[config.mk]
export PLATFORM = sky130hd
export DESIGN_NAME = peridot_csr_spi_slave
export DESIGN_NICKNAME = d
export VERILOG_FILES = /design/src/rtl/peridot_csr_spi_slave_pkg.sv /design/src/rtl/peridot_spi_slave_sync.sv /design/src/rtl/peridot_csr_spi_slave.sv
export SDC_FILE = /design/constraint.sdc
export NUM_CORES = 1
export LEC_CHECK = 0
export ABC_AREA = 1
export BUFFER_PORTS_ARGS = -buffer_cell sky130_fd_sc_hd__buf_2
export CORE_ASPECT_RATIO = 1.4
export CORE_MARGIN = 4
export CORE_UTILIZATION = 57
export CTS_CLUSTER_SIZE = 8
export DETAILED_ROUTE_END_ITERATION = 10
export PLACE_DENSITY_LB_ADDON = 0.25
export REMOVE_ABC_BUFFERS = 1
export SETUP_SLACK_MARGIN = 0.3
export SYNTH_ARGS = -nofsm -noshare
export SYNTH_HDL_FRONTEND = slang
export SYNTH_SLANG_ARGS = --single-unit
[constraint.sdc]
create_clock -name clock_sig -period 2.9 [get_ports clock_sig]
set_clock_uncertainty 0.05 [all_clocks]
set_input_delay 0.145 -clock clock_sig [delete_from_list [all_inputs] [get_ports clock_sig]]
set_output_delay 0.145 -clock clock_sig [all_outputs]
set_load 0.05 [all_outputs]
[src/rtl/peridot_csr_spi_slave_pkg.sv]
// Shared definitions for the PERIDOT CSR SPI slave.
// Provides the register offsets, the CSR bit positions, the SPI mode bit
// meanings, the shift-engine state codes and a byte bit-reversal helper.
package peridot_csr_spi_slave_pkg;

  // Register offsets (avs_address)
  localparam logic REG_STATUS = 1'b0;
  localparam logic REG_CONFIG = 1'b1;

  // reg00 bit positions
  localparam int IRQENA_BIT = 15;
  localparam int SEL_BIT    = 11;  // read: sel
  localparam int TXWR_BIT   = 11;  // write: load txdata
  localparam int OVR_BIT    = 10;
  localparam int RXV_BIT    = 9;
  localparam int TXE_BIT    = 8;

  // reg01 bit positions
  localparam int BITRVS_BIT = 15;
  localparam int MODE_HI    = 13;
  localparam int MODE_LO    = 12;
  localparam int ENA_BIT    = 0;

  // SPI mode bits
  localparam int CPOL_BIT = 1;
  localparam int CPHA_BIT = 0;

  typedef enum logic {
    ST_IDLE  = 1'b0,
    ST_SHIFT = 1'b1
  } state_t;

  function automatic logic [7:0] bit_rev8(input logic [7:0] b);
    logic [7:0] r;
    for (int i = 0; i < 8; i++) r[i] = b[7 - i];
    return r;
  endfunction

endpackage

[src/rtl/peridot_spi_slave_sync.sv]
// Two-flop synchronizer plus a history flop for one asynchronous SPI pin.
// Ports:
//   clock_sig, reset_sig : module clock, asynchronous active-high reset
//   pin                  : asynchronous input pin
//   level                : synchronized level
//   rise, fall           : one-cycle pulses on a synchronized level change
module peridot_spi_slave_sync #(
  parameter logic RST_VAL = 1'b0
) (
  input  logic clock_sig,
  input  logic reset_sig,
  input  logic pin,
  output logic level,
  output logic rise,
  output logic fall
);

  logic meta;
  logic sync;
  logic hist;

  // NOTE: sequential state always uses non-blocking assignments so every
  // flop samples the pre-edge value of its neighbour (a true shift chain).
  always_ff @(posedge clock_sig or posedge reset_sig) begin
    if (reset_sig) begin
      meta <= RST_VAL;
      sync <= RST_VAL;
      hist <= RST_VAL;
    end else begin
      meta <= pin;
      sync <= meta;
      hist <= sync;
    end
  end

  assign level = sync;
  assign rise  = sync & ~hist;
  assign fall  = ~sync & hist;

endmodule

[src/rtl/peridot_csr_spi_slave.sv]
// SPI slave with an Avalon-MM CSR interface, one byte at a time.
// Ports:
//   clock_sig, reset_sig  : module clock, asynchronous active-high reset
//   avs_address/read/write/writedata/readdata : CSR slave (2 registers,
//                           read has 1 wait cycle, write has none)
//   ins_irq               : level interrupt, irqena & (rxvalid | overrun)
//   spi_ss_n, spi_sclk, spi_mosi : SPI inputs, oversampled in clock_sig
//   spi_miso, spi_miso_oe : SPI data out and its output enable
module peridot_csr_spi_slave
  import peridot_csr_spi_slave_pkg::*;
#(
  parameter logic       DEFAULT_REG_BITRVS = 1'b0,
  parameter logic [1:0] DEFAULT_REG_MODE   = 2'd0,
  parameter logic [7:0] DUMMY_DATA         = 8'hFF
) (
  input  logic        clock_sig,
  input  logic        reset_sig,
  input  logic        avs_address,
  input  logic        avs_read,
  output logic [31:0] avs_readdata,
  input  logic        avs_write,
  input  logic [31:0] avs_writedata,
  output logic        ins_irq,
  input  logic        spi_ss_n,
  input  logic        spi_sclk,
  input  logic        spi_mosi,
  output logic        spi_miso,
  output logic        spi_miso_oe
);

  // Pin synchronizers
  logic ss_n_sync, ss_n_rise_unused, ss_n_fall_unused;
  logic sclk_sync_unused, sclk_rise, sclk_fall;
  logic mosi_sync, mosi_rise_unused, mosi_fall_unused;

  peridot_spi_slave_sync #(.RST_VAL(1'b1)) u_sync_ss_n (
    .clock_sig (clock_sig),
    .reset_sig (reset_sig),
    .pin       (spi_ss_n),
    .level     (ss_n_sync),
    .rise      (ss_n_rise_unused),
    .fall      (ss_n_fall_unused)
  );

  peridot_spi_slave_sync #(.RST_VAL(DEFAULT_REG_MODE[CPOL_BIT])) u_sync_sclk (
    .clock_sig (clock_sig),
    .reset_sig (reset_sig),
    .pin       (spi_sclk),
    .level     (sclk_sync_unused),
    .rise      (sclk_rise),
    .fall      (sclk_fall)
  );

  peridot_spi_slave_sync #(.RST_VAL(1'b0)) u_sync_mosi (
    .clock_sig (clock_sig),
    .reset_sig (reset_sig),
    .pin       (spi_mosi),
    .level     (mosi_sync),
    .rise      (mosi_rise_unused),
    .fall      (mosi_fall_unused)
  );

  // CSR state
  logic       irqena, enable, bitrvs;
  logic [1:0] mode;
  logic       rxvalid, overrun, txfull;
  logic [7:0] txdata, rxdata;

  // Shift engine state
  state_t     state;
  logic [2:0] bitcount;
  logic [6:0] rxshift;
  logic [7:0] txshift;

  logic cpol, cpha, sel;
  logic lead_edge, trail_edge, sample_edge, drive_edge;
  logic start, active, done, reload;
  logic [7:0] load_byte, load_val, rx_byte;
  logic wr_status, wr_config;
  logic [31:0] status_word, config_word;
  logic unused_wd;

  assign cpol = mode[CPOL_BIT];
  assign cpha = mode[CPHA_BIT];
  assign sel  = enable & ~ss_n_sync;

  // Leading edge leaves the idle (CPOL) level, trailing edge returns to it.
  assign lead_edge   = cpol ? sclk_fall : sclk_rise;
  assign trail_edge  = cpol ? sclk_rise : sclk_fall;
  assign sample_edge = cpha ? trail_edge : lead_edge;
  assign drive_edge  = cpha ? lead_edge  : trail_edge;

  assign start  = (state == ST_IDLE) && sel;
  assign active = (state == ST_SHIFT) && sel;
  assign done   = active && sample_edge && (bitcount == 3'd7);
  assign reload = start || done;

  // The shifter is MSB-first; bit order is flipped at the register boundary.
  assign load_byte = txfull ? txdata : DUMMY_DATA;
  assign load_val  = bitrvs ? bit_rev8(load_byte) : load_byte;
  assign rx_byte   = {rxshift, mosi_sync};

  assign wr_status = avs_write && (avs_address == REG_STATUS);
  assign wr_config = avs_write && (avs_address == REG_CONFIG);

  assign status_word = {16'h0, irqena, 3'b000, sel, overrun, rxvalid, ~txfull, rxdata};
  assign config_word = {16'h0, bitrvs, 1'b0, mode, 11'h000, enable};

  assign unused_wd = &{1'b0, avs_writedata[31:16], avs_writedata[14], avs_writedata[8]};

  // Shift engine FSM with registered MISO / MISO enable
  always_ff @(posedge clock_sig or posedge reset_sig) begin
    if (reset_sig) begin
      state       <= ST_IDLE;
      bitcount    <= 3'd0;
      rxshift     <= 7'd0;
      txshift     <= 8'd0;
      spi_miso    <= 1'b1;
      spi_miso_oe <= 1'b0;
    end else begin
      spi_miso_oe <= sel;
      case (state)
        ST_IDLE: begin
          bitcount <= 3'd0;
          if (sel) begin
            txshift <= load_val;
            if (!cpha) spi_miso <= load_val[7];
            state <= ST_SHIFT;
          end
        end
        ST_SHIFT: begin
          if (!sel) begin
            // Partial byte is dropped; rxshift is overwritten by the next byte.
            state    <= ST_IDLE;
            bitcount <= 3'd0;
          end else if (sample_edge) begin
            rxshift  <= rx_byte[6:0];
            bitcount <= bitcount + 3'd1;
            if (bitcount == 3'd7) begin
              txshift <= load_val;
              if (!cpha) spi_miso <= load_val[7];
            end
          end else if (drive_edge) begin
            if (cpha) begin
              spi_miso <= txshift[7];
              txshift  <= {txshift[6:0], 1'b0};
            end else if (bitcount != 3'd0) begin
              // bitcount==0 here means the byte just completed and the reload
              // already put the new bit7 on MISO, so this edge is skipped.
              txshift  <= {txshift[6:0], 1'b0};
              spi_miso <= txshift[6];
            end
          end
        end
        default: state <= ST_IDLE;
      endcase
    end
  end

  // CSR registers; hardware set of rxvalid/overrun wins over a CPU clear,
  // and a txdata write wins over the reload that empties the slot.
  always_ff @(posedge clock_sig or posedge reset_sig) begin
    if (reset_sig) begin
      avs_readdata <= 32'h0;
      irqena       <= 1'b0;
      enable       <= 1'b0;
      bitrvs       <= DEFAULT_REG_BITRVS;
      mode         <= DEFAULT_REG_MODE;
      rxvalid      <= 1'b0;
      overrun      <= 1'b0;
      txfull       <= 1'b0;
      // NOTE: the data bytes are ordinary flops, not a memory, so they are
      // reset too and the first readback of rxdata is a defined zero.
      txdata       <= 8'h00;
      rxdata       <= 8'h00;
      ins_irq      <= 1'b0;
    end else begin
      if (avs_read) begin
        avs_readdata <= (avs_address == REG_CONFIG) ? config_word : status_word;
      end

      if (wr_status) irqena <= avs_writedata[IRQENA_BIT];

      if (wr_config && !sel) begin
        bitrvs <= avs_writedata[BITRVS_BIT];
        mode   <= avs_writedata[MODE_HI:MODE_LO];
        enable <= avs_writedata[ENA_BIT];
      end

      if (wr_status && avs_writedata[TXWR_BIT]) begin
        txdata <= avs_writedata[7:0];
        txfull <= 1'b1;
      end else if (reload) begin
        txfull <= 1'b0;
      end

      if (done) rxdata <= bitrvs ? bit_rev8(rx_byte) : rx_byte;

      if (done) rxvalid <= 1'b1;
      else if (wr_status && avs_writedata[RXV_BIT]) rxvalid <= 1'b0;

      if (done && rxvalid) overrun <= 1'b1;
      else if (wr_status && avs_writedata[OVR_BIT]) overrun <= 1'b0;

      ins_irq <= irqena & (rxvalid | overrun);
    end
  end

endmodule

Yosys cells after proc, flatten, opt, wreduce, memory -nomap -nowiden
Cells that the tools add are included.
Widths: inputs -> output; s select.
{"block": "word_totals", "regBits": 85, "word_cells": 97, "inputBits": 40, "output_inout_bits": 35}
{"block": "op_classes", "n_eq_ne": 7, "n_reduce_logical": 19, "bitwise_logic": 11, "mux": 35, "n_addsub": 1}
{"op": "$mux 8", "n": 10}
{"op": "$mux 1", "n": 19}
{"op": "$mux 16", "n": 1}
{"op": "$pmux 8 s2", "n": 1}
{"op": "$logic_and 1x1->1", "n": 11}
{"op": "$mux 3", "n": 2}
{"op": "$ne 3x2->1 const B", "n": 2}
{"op": "$not 1->1", "n": 6}
{"op": "$pmux 3 s2", "n": 1}
{"op": "$reduce_bool 2->1", "n": 3}
{"op": "$reduce_and 5->1", "n": 1}
{"op": "$and 1x1->1", "n": 4}
{"op": "$ne 4x2->1 const B", "n": 1}
{"op": "$add 3x1->3 const B", "n": 1}
{"op": "$eq 3x3->1 const B", "n": 1}
{"op": "$ne 3x1->1 const B", "n": 1}
{"op": "$reduce_and 3->1", "n": 1}
{"op": "$reduce_bool 3->1", "n": 1}
{"op": "$ne 2x1->1 const B", "n": 1}
{"op": "$ne 2x2->1 const B", "n": 1}
{"op": "$pmux 1 s2", "n": 1}
{"op": "$logic_not 1->1", "n": 1}
{"op": "$logic_or 1x1->1", "n": 1}
{"op": "$or 1x1->1", "n": 1}

Longest topological paths before layout
{"block": "depth", "word_depth": 9, "ltp_mapped": 11}

Modules after synthesis
Synthesis repeated with hierarchy kept, for this count alone.
{"block": "unflattened", "hier_cells": 382, "area_unflattened_um2": 3223.1}
{"module": "peridot_csr_spi_slave", "area_each_um2": 2937.8, "cells_per_inst": 358, "instances": 1}
{"module": "peridot_spi_slave_sync at u_sync_mosi ...", "area_each_um2": 93.8, "cells_per_inst": 8, "instances": 2}
{"module": "peridot_spi_slave_sync at u_sync_ss_n", "area_each_um2": 97.6, "cells_per_inst": 8, "instances": 1}

Least setup slack after synthesis
Ideal clock, no wire load.
{"block": "synth_timing", "path_kind": "register -> register", "from": "register spi_miso_oe (netlist name)", "to": "register spi_miso", "path_stages_with_launch": 8, "t_required_ns": 2.790, "path_slack_ns": 1.245, "arrival_ns": 1.545, "synth_period_minus_slack_ns": 1.655, "setup_ns": 0.060, "cell_sequence": "dfrtp_1 > clkbuf_1 > nand3_1 > inv_1 > nand3_4 > nand2_4 > nand2_1 > nand2_1"}
{"element": "end signal: assignment", "line_no": "peridot_csr_spi_slave.sv:127", "source": "if (!cpha) spi_miso <= load_val[7];"}
{"element": "end signal: assignment", "line_no": "peridot_csr_spi_slave.sv:141", "source": "if (!cpha) spi_miso <= load_val[7];"}
{"element": "end signal: assignment", "line_no": "peridot_csr_spi_slave.sv:145", "source": "spi_miso <= txshift[7];"}
{"element": "end: declaration", "line_no": "peridot_csr_spi_slave.sv:27", "source": "output logic spi_miso,"}

Final worst setup path
{"block": "layout_timing", "from": "register mode[0]", "to": "register txshift[3]"}
{"block": "layout_via", "elab_chain_len": 5, "word_cells_on_any_way": 11, "classes_between": "3 x eq/ne; 7 x mux; 1 x reduce/logical"}
{"element": "start: declaration", "line_no": "peridot_csr_spi_slave.sv:65", "source": "logic [1:0] mode;"}
{"element": "start signal: assignment", "line_no": "peridot_csr_spi_slave.sv:186", "source": "mode <= avs_writedata[MODE_HI:MODE_LO];"}
{"element": "$mux 8", "line_no": "peridot_csr_spi_slave.sv:144", "source": "if (cpha) begin"}
{"element": "$mux 8", "line_no": "peridot_csr_spi_slave.sv:143", "source": "end else if (drive_edge) begin"}
{"element": "$mux 8", "line_no": "peridot_csr_spi_slave.sv:136", "source": "end else if (sample_edge) begin"}
{"element": "$mux 8", "line_no": "peridot_csr_spi_slave.sv:132", "source": "if (!sel) begin"}
{"element": "$pmux 8 s2", "line_no": "peridot_csr_spi_slave.sv:122", "source": "case (state)"}
{"element": "end signal: assignment", "line_no": "peridot_csr_spi_slave.sv:126", "source": "txshift <= load_val;"}
{"element": "end signal: assignment", "line_no": "peridot_csr_spi_slave.sv:140", "source": "txshift <= load_val;"}
{"element": "end signal: assignment", "line_no": "peridot_csr_spi_slave.sv:146", "source": "txshift <= {txshift[6:0], 1'b0};"}
{"element": "end: declaration", "line_no": "peridot_csr_spi_slave.sv:73", "source": "logic [7:0] txshift;"}
Several ways; a longest one is shown, not always the timed one. The select of a mux whose other input is x is not followed.
A chain may end at the register's enable or synchronous reset.

==> Implementation_results.wiki <==
{| class="wikitable"
! Metric !! Value
|-
| Max-slew violation count || 0
|-
| Fraction of final layout cells sized beyond drive strength 1 || 0.178
|-
| Warnings, synthesis || 0
|-
| Fin crit period || 1.96 ns
|-
| Clock Path Buffers || 2
|-
| Worst-Skew Late Latency || 0.34 ns
|-
| Period Utilization, post-route || 0.677
|-
| Cell count after synthesis || 382
|-
| Area contributors post-synth || dfrtp_1, nand2_1, o21ai_0
|-
| Mapped Area || 0.00321 mm2
|-
| Clock tree from TritonCTS || yes
|-
| Leakage dissipation || 1.92 nW
|-
| Fmax || 0.509 GHz
|-
| Worst hold path class || input pin to flop
|-
| First drt pass iteration count || 4
|-
| Final weighted congestion of routability-driven global placement || 0.812
|-
| Final-report setup violation count || 0
|-
| Largest area contributor in the synthesized netlist || dfrtp_1
|-
| Cell Count, Final, Fillers Out || approximately 510
|-
| RSZ-0062 raised after global routing || no
|-
| Count of state elements after synthesis || between 60 and 70
|-
| Slew headroom || 0.556
|-
| TritonCTS Buffers || 9
|-
| Area grow syn2layout || 14.3%
|-
| Number of cell rows || 32
|-
| Number of top-level design ports || 75
|-
| Worst setup EP type || flop
|-
| Instance count after placement with tap cells included || 481
|-
| CP cell instances || inv_2 -> nand2_2 -> nand2_2 -> nand2_4 -> nand3_1 -> inv_1 -> nand3_4 -> nand2_4 -> nand2_1 -> nand2_1
|-
| Initial cell density of the core || 0.585
|-
| Average wire per cell in the routed design || 12.7 um
|-
| Die height || 96.8 um
|-
| Count of nets after finishing || 475
|-
| Syn_area_per_cell || 8.39 um2
|-
| Worst endpoint data arrival time || 2.20 ns
|-
| Kind of cell adding the most delay to the critical path || simple AND/OR/NAND/NOR gates
|-
| Sinks on the clock net || between 60 and 70
|-
| Detailed-route via count || about 2,500
|-
| Core Footprint || 0.00549 mm2
|-
| Global-route total usage across every layer || 0.202
|-
| Critical Path Source Type || flop
|-
| PwrDens || 658 mW/mm2
|-
| Initial antenna violation count || 0
|-
| Crit path buf inv count || 2
|-
| CTS Root Cell || clkbuf_8
|-
| Die X || 71.4 um
|-
| Share of the yosys chip area belonging to registers || 0.524
|-
| Maximum level of the CTS H-tree || 3
|-
| Final hold vios || 0
|-
| Vias in the first global route || ~2,500
|-
| Post-DP HPWL || 4580 um
|-
| Number of violations of the max-capacitance limit || 0
|-
| Number of vias per cell || slightly below 5
|-
| First-pass GRT wire length || 11,000 um
|-
| DRC violation count after routing || 0
|-
| Inserted Diodes || 0
|-
| Slowest library cell on the worst path || dfrtp_1
|-
| Synth unique cells || 27
|-
| Total negative slack || 0 ns
|-
| Share of the synthesized area in the top cell type || 0.499
|-
| Critical path peak fanout || 11
|-
| Congestion Overflow GR || 0
|-
| Worst-case vdd ir drop || 429 uV
|-
| Dominant register cell in the synthesized netlist || dfrtp_1
|-
| Fraction of synthesis flops using an asynchronous set or reset pin || 1.00
|-
| Post-route antenna net violation count || 0
|-
| Largest stage delay on the critical path || 0.47 ns
|-
| Clk pin slew, worst setup/hold paths || about 0.07 ns
|-
| EDFF count, synth || 0
|-
| Fill cells || 463
|-
| Pin count of the biggest net entering global routing || 33
|-
| Worst endpoint required time || approximately 3.1 ns
|-
| Result of the run || finished clean
|-
| Post-CTS setup buffers || 0
|-
| Worst setup path class || flop to flop
|-
| Violation count after the first detailed-route iteration || 159
|-
| Port Buf Inserts || 39
|-
| Post-Route WL || 6430 um
|-
| Worst Max-Slew Pin Slew || 0.665 ns
|-
| Die area || around 0.0069 mm2
|}
cell families after synthesis:
| family | share of synthesized area |
|---|---|
| other | 0.00117 |
| and+or+nand+nor | 0.220 |
| adders and majority gates | 0.0117 |
| AOI/OAI and AO/OA | 0.112 |
| DFF | 0.524 |
| buffers and inverters | 0.131 |
worst paths after layout:
| path | from | slack, ns | depth (start not counted) | end |
|---|---|---|---|---|
| max | mode[0] | 0.94 | 10 | txshift[3] |
| min | avs_writedata[3] | 0.006 | 3 | txdata[3] |
| max reg2reg | mode[0] | 0.94 | 10 | txshift[3] |
| min reg2reg | u_sync_sclk.meta | 0.30 | 0 | u_sync_sclk.level |
| max in group asynchronous | reset_sig | 1.70 | 4 | u_sync_ss_n.meta |
| min in group asynchronous | reset_sig | 0.39 | 3 | bitcount[1] |
layout make-up:
type,count,area (um2),share of cell area
Clock inverter,5,37.5,0.0102
Multi-Input combinational cell,239,1160,0.318
Sequential cell,67,1680,0.459
Clock buffer,11,151,0.0413
Tap cell,68,85.1,0.0232
Inverter,64,240,0.0656
Timing Repair Buffer,51,305,0.0833
stage by stage:
step | hold slack (ns) | power [mW] | util | cell area, um2 | setup WS [ns]
floorplan | 0.0995 | 1.57 | - | 3090 | 1.03
global placement | 0.200 | 1.69 | 0.619 | 3400 | 1.02
detailed placement | 0.203 | 1.70 | 0.619 | 3400 | 0.970
CTS | 0.00187 | 2.43 | 0.668 | 3660 | 0.957
global route | 0.0319 | 2.55 | 0.668 | 3660 | 0.746
finish | 0.00619 | 2.41 | 0.668 | 3660 | 0.936
worst reg2reg max path: cells and delay by family (launching register included):
family,cells,cell delay (ns)
flops,1,0.47
buf+inv,2,0.30
simple gates,8,1.08
sequential cells by signal, indices dropped and copies added, names as in the netlist, 2 cells and up:
name,cells
avs_readdata,15
mode,2
txshift,8
rxshift,7
bitcount,3
txdata,8
rxdata,8
power by group:
group / leakage [nW] / switching (mW) / internal, mW
Combinational: 0.974 / 0.386 / 0.165
Sequential: 0.853 / 0.0821 / 1.06
Clock: 0.0915 / 0.361 / 0.358
Total: 1.92 / 0.828 / 1.58
layout by cell type, fill, tap and decap left out, drive strengths merged:
cell type and instances:
o221ai 2, buf 43, inv 64, nand2 101
clkbuf 11, nor2 16, o21a 1, nand4 8
a21oi 12, clkinv 3, nand3b 1, conb 17
dfstp 3, ha 3, nand3 23, dlygate4sd3 8
or2 1, dfrtp 64, clkinvlp 2, o21ai 54
cell usage after synthesis (all sizes together) (3+ instances only):
library cell  instances
nand2               101
nor2                 16
o21ai                54
clkbuf                7
buf                  21
nand3                23
nand4                 8
dfstp                 3
ha                    3
dfrtp                64
inv                  64
a21oi                12
routing by layer:
metal / vias to the layer above / GRT usage / part of all wire
li1: 1264 / - / -
met1: 1155 / 0.244 / 0.41
met2: 58 / 0.338 / 0.52
met3: 11 / 0.0301 / 0.051
met4: 0 / 0.113 / 0.019
met5: - / 0 / 0
timing repair:
item | in CTS | in global routing
hold buffers | 8 | 0
hold endpoints to repair | 34 | 0
resized for setup | 0 | 0
(Power assumes the default switching activity.)
